===== src/rtl/gifplayer_param_onchip_ram.sv =====
// ============================================================================
// Module   : gifplayer_param_onchip_ram
// Brief    : Parametrised on-chip RAM with an Avalon-MM read/write port A and
//            an independent read-only port B, both with pipelined read valids.
// Revision : 1.0 - initial release
// ============================================================================
`default_nettype none

module gifplayer_param_onchip_ram #(
    parameter int    DATA_W       = 16,
    parameter int    ADDR_W       = 2,
    parameter int    READ_LATENCY = 1,
    parameter string INIT_FILE    = "gifplayer_param_onchip_ram.hex"
) (
    input  logic                  clk,
    input  logic                  reset_n,
    input  logic                  clken,
    input  logic                  freeze,
    input  logic [ADDR_W-1:0]     a_address,
    input  logic                  a_chipselect,
    input  logic                  a_read,
    input  logic                  a_write,
    input  logic [DATA_W/8-1:0]   a_byteenable,
    input  logic [DATA_W-1:0]     a_writedata,
    output logic [DATA_W-1:0]     a_readdata,
    output logic                  a_readdatavalid,
    input  logic [ADDR_W-1:0]     b_address,
    input  logic                  b_req,
    output logic [DATA_W-1:0]     b_rdata,
    output logic                  b_valid
);

    localparam int c_DEPTH  = 1 << ADDR_W;
    localparam int c_NBYTES = DATA_W / 8;

    logic [DATA_W-1:0] r_mem   [c_DEPTH];
    logic              r_a_vld [READ_LATENCY];
    logic [DATA_W-1:0] r_a_dat [READ_LATENCY];
    logic              r_b_vld [READ_LATENCY];
    logic [DATA_W-1:0] r_b_dat [READ_LATENCY];

    logic w_a_wr;
    logic w_a_rd;
    logic w_b_rd;
    logic w_unused_init;

    // Initial contents are bound to the array from INIT_FILE by the device
    // programming flow at load time; no run-time logic depends on it.
    assign w_unused_init = (INIT_FILE != "");

    assign w_a_wr = a_chipselect & a_write & clken & ~freeze;
    assign w_a_rd = a_chipselect & a_read & ~a_write & clken;
    assign w_b_rd = b_req & clken;

    // Array is never reset so that its contents survive reset_n.
    always_ff @(posedge clk) begin
        if (w_a_wr) begin
            for (int i = 0; i < c_NBYTES; i++) begin
                if (a_byteenable[i]) begin
                    r_mem[a_address][i*8 +: 8] <= a_writedata[i*8 +: 8];
                end
            end
        end
    end

    // Reads sample the array before this edge's write lands, which gives
    // port B old data on a same-cycle collision.
    always_ff @(posedge clk or negedge reset_n) begin
        if (!reset_n) begin
            for (int i = 0; i < READ_LATENCY; i++) begin
                r_a_vld[i] <= 1'b0;
                r_a_dat[i] <= '0;
                r_b_vld[i] <= 1'b0;
                r_b_dat[i] <= '0;
            end
        end else if (clken) begin
            r_a_vld[0] <= w_a_rd;
            r_b_vld[0] <= w_b_rd;
            if (w_a_rd) begin
                r_a_dat[0] <= r_mem[a_address];
            end
            if (w_b_rd) begin
                r_b_dat[0] <= r_mem[b_address];
            end
            // Data stages only move on valid so the outputs hold their last value.
            for (int i = 1; i < READ_LATENCY; i++) begin
                r_a_vld[i] <= r_a_vld[i-1];
                r_b_vld[i] <= r_b_vld[i-1];
                if (r_a_vld[i-1]) begin
                    r_a_dat[i] <= r_a_dat[i-1];
                end
                if (r_b_vld[i-1]) begin
                    r_b_dat[i] <= r_b_dat[i-1];
                end
            end
        end
    end

    assign a_readdata      = r_a_dat[READ_LATENCY-1];
    assign a_readdatavalid = r_a_vld[READ_LATENCY-1];
    assign b_rdata         = r_b_dat[READ_LATENCY-1];
    assign b_valid         = r_b_vld[READ_LATENCY-1];

endmodule

`default_nettype wire


===== config.mk =====
export PLATFORM = sky130hd
export DESIGN_NAME = gifplayer_param_onchip_ram
export DESIGN_NICKNAME = d
export VERILOG_FILES = /design/src/rtl/gifplayer_param_onchip_ram.sv
export SDC_FILE = /design/constraint.sdc
export NUM_CORES = 1
export LEC_CHECK = 0
export BUFFER_PORTS_ARGS = -buffer_cell sky130_fd_sc_hd__buf_2
export CORE_MARGIN = 3
export CORE_UTILIZATION = 56
export DETAILED_ROUTE_END_ITERATION = 12
export GPL_ROUTABILITY_DRIVEN = 0
export PLACE_DENSITY = 0.89
export SYNTH_ARGS = -nofsm -noshare
export SYNTH_HDL_FRONTEND = slang
export SYNTH_SLANG_ARGS = --single-unit
export TNS_END_PERCENT = 100

===== constraint.sdc =====
create_clock -name clk -period 1.7 [get_ports clk]
set_clock_uncertainty 0.1 [all_clocks]
set_input_delay 0.085 -clock clk [delete_from_list [all_inputs] [get_ports clk]]
set_output_delay 0.085 -clock clk [all_outputs]
set_load 0.01 [all_outputs]

==> impl_metrics.env <==
export IMPL_synth_yosys_seq_area_share_pct=68.08
export IMPL_cp_buffers_inverters=4
export IMPL_start_util_pct=58.97
export IMPL_vias=2201
export IMPL_crit_type="input port to register"
export IMPL_path_depth=6
export IMPL_rows=30
export IMPL_r2r_end="b_rdata[4]"
export IMPL_antenna_found_initial=0
export IMPL_fp_dieH_um=91.28
export IMPL_grt_max_degree=35
export IMPL_grt_ovfl_total=0
export IMPL_yosys_warnings=0
export IMPL_first_pass_iters=4
export IMPL_hp_class="input port to register"
export IMPL_design_area_mm2=0.004921
export IMPL_synth_common_cells="edfxtp_1, dfrtp_1, mux2_2, mux4_2"
export IMPL_timing_final_crit_share_pct=90.37
export IMPL_synth_seq_cells=98
export IMPL_synthArstFlopShare_pct=34.69
export IMPL_design_core_area_mm2=0.006907
export IMPL_synth_top_flop_cell="edfxtp_1"
export IMPL_dp_cells=350
export IMPL_relSlewSlack_pct=50.24
export IMPL_clk_latency_ns=0.36
export IMPL_p_leak_nw=1.891
export IMPL_status="finished clean"
export IMPL_vias_per_cell=5.717
export IMPL_rr_startpoint="r_mem[1][4]"
export IMPL_finalSetupViolCount=0
export IMPL_path_cells="dlygate4sd3_1 > buf_2 > nand4b_1 > buf_4 > nor3_1 > buf_4"
export IMPL_antenna_left=0
export IMPL_area_growth_synth_to_final_pct=20.83
export IMPL_clock_sinks=98
export IMPL_place_area_mm2=0.004506
export IMPL_r2r_cells=2
export IMPL_grt_pass1_wl_um=12360
export IMPL_die_w_um=91.28
export IMPL_worst_path_most_repeated_cell="buf_4"
export IMPL_critical_path_slowest_cell="dlygate4sd3_1"
export IMPL_totalWireLength_um=7591
export IMPL_crit_arrival_ns=1.51
export IMPL_ir_drop_mv=0.8579
export IMPL_synth_area_leaders="edfxtp_1, dfrtp_1, mux4_2"
export IMPL_cts_root_buf="clkbuf_8"
export IMPL_r2r_slack_ns=0.27
export IMPL_critPathTopFamily="buffers and inverters"
export IMPL_grt_pass1_vias=2435
export IMPL_cpPeakStageDelay_ns=0.52
export IMPL_ys_types=21
export IMPL_tritoncts="built"
export IMPL_dpl_worst_slack_ns=-0.003332
export IMPL_p_per_area_mw_per_mm2=1022
export IMPL_netlist_area_leader_share_pct=47.19
export IMPL_numCtsBuffers=9
export IMPL_antennaDiodeCount=0
export IMPL_syn_inst=192
export IMPL_setup_slack_ns=0.1638
export IMPL_synth_top_area_cell="edfxtp_1"
export IMPL_wire_per_inst_um=19.72
export IMPL_stdcell_count=385
export IMPL_num_fill_cells=436
export IMPL_layout_drive_gt1_share_pct=51.21
export IMPL_finalCriticalPeriod_ns=1.536
export IMPL_fin_util_pct=71.25
export IMPL_dp_final_hpwl_um=5113
export IMPL_first_iter_violations=174
export IMPL_clk_path_buf_depth=2
export IMPL_ios=64
export IMPL_dieArea_mm2=0.008332
export IMPL_synth_edff_count=64
export IMPL_crit_end="r_mem[2][0]"
export IMPL_port_buffers=63
export IMPL_fin_hold_ws_ns=0.1886
export IMPL_htree_levels=3
export IMPL_seq_area_mm2=0.002773
export IMPL_drv_cap=0
export IMPL_nets=314
export IMPL_end_kind="register"
export IMPL_max_freq_mhz=650.9
export IMPL_hold_depth=3
export IMPL_crit_fanout=8
export IMPL_tightest_slew_ns=0.7464
export IMPL_multi_input_area_mm2=0.001211
export IMPL_hold_viol_final=0
export IMPL_yosysMostFrequentCell="edfxtp_1"
export IMPL_required_ns=1.67
export IMPL_synth_area_per_cell_um2=21.21
export IMPL_synth_area_mm2=0.004073
export IMPL_startpoint_type="input port"
export IMPL_drc=0
export IMPL_startpoint="clken"
export IMPL_rsz0062_at_grt="no"
export IMPL_synth_fp_nets=222
export IMPL_grtUsageTotal_pct=20.03
export IMPL_drv_slew=0
export IMPL_clk_pin_slew_worst_paths_ns=0.08
what timing repair did:
| action | in CTS | in global routing |
|---|---|---|
| gates resized for setup | 0 | 1 |
| endpoints found under the setup margin | 0 | 27 |
| buffers inserted | 0 | 1 |
| hold endpoints to repair | 100 | 0 |
| hold buffers | 18 | 0 |
logic make-up (layout without fill, tap and decap cells):
family | count (synthesis) | in the layout | synth area share (%)
buf+inv | 14 | 111 | 2.396
simple gates | 14 | 14 | 2.181
compound gates | 2 | 2 | 0.2458
flops | 98 | 98 | 68.08
mux | 64 | 64 | 27.10
layer usage:
metal	global-route usage, %	vias to the layer above	wire (um)
met1	23.95	1136	2972
met3	5.965	15	413
met2	34.40	77	4039
met5	0	-	0
li1	-	973	-
met4	7.538	0	165
state kept, by name, indices dropped and copies added, names as in the netlist:
register,flops
r_mem,64
a_readdata,16
b_valid,1
b_rdata,16
a_readdatavalid,1
worst reg2reg max path, cell delays in order (launching register included):
cell and delay (ns):
edfxtp_1 0.42, mux4_1 0.53, mux2_2 0.27
where the power goes:
part           leakage (nW)  switching, W  internal, W
Combinational         0.801      0.000290     0.000341
Sequential            0.981     0.0000830      0.00270
Clock                 0.109      0.000753     0.000864
metrics by stage:
stage | TNS, ns | power (W)
after CTS | 0 | 0.005057
after global placement | 0 | 0.003411
final | 0 | 0.005030
after floorplan | -0.8551 | 0.003168
after detailed placement | -0.003332 | 0.003441
after global routing | 0 | 0.005248
worst min path at each step:
stage	startpoint	endpoint	slack, ns
5_1_grt	a_byteenable[0]	r_mem[0][2]	0.22
6_report	a_read	a_readdatavalid	0.19
4_1_cts	b_req	b_valid	0.19
3_5_place_dp	reset_n	b_rdata[11]	0.1
3_3_place_gp	reset_n	b_rdata[11]	0.09
2_1_floorplan	reset_n	a_readdata[0]	-0.31
cell type report:
type                       count  share of cell area, %
clock buffer                  11                  2.873
tap                           96                  2.441
inverter                       4                 0.3051
multi-input combinational     80                  24.61
sequential                    98                  56.34
timing repair buffer          91                  11.85
clock inverter                 5                  1.576
cell usage in the layout (no fill, tap or decap):
master | netlist | final
mux4_1 | 6 | 6
nand2_1 | 1 | 1
nor3_1 | 6 | 6
buf_12 | 1 | 1
nor4_1 | 2 | 2
inv_1 | 4 | 4
buf_4 | 2 | 9
bufinv_16 | 0 | 2
clkinvlp_4 | 0 | 1
buf_2 | 3 | 63
nand2_2 | 1 | 1
mux4_2 | 26 | 26
clkbuf_8 | 1 | 10
o21ai_0 | 2 | 2
mux2_2 | 32 | 32
dlygate4sd3_1 | 0 | 18
edfxtp_1 | 64 | 64
nand4b_1 | 1 | 1
clkbuf_1 | 1 | 1
clkinv_2 | 0 | 2
dfrtp_1 | 34 | 34
nand4b_4 | 0 | 1
nand2b_1 | 2 | 2
Power figures use the tool's default switching activity.
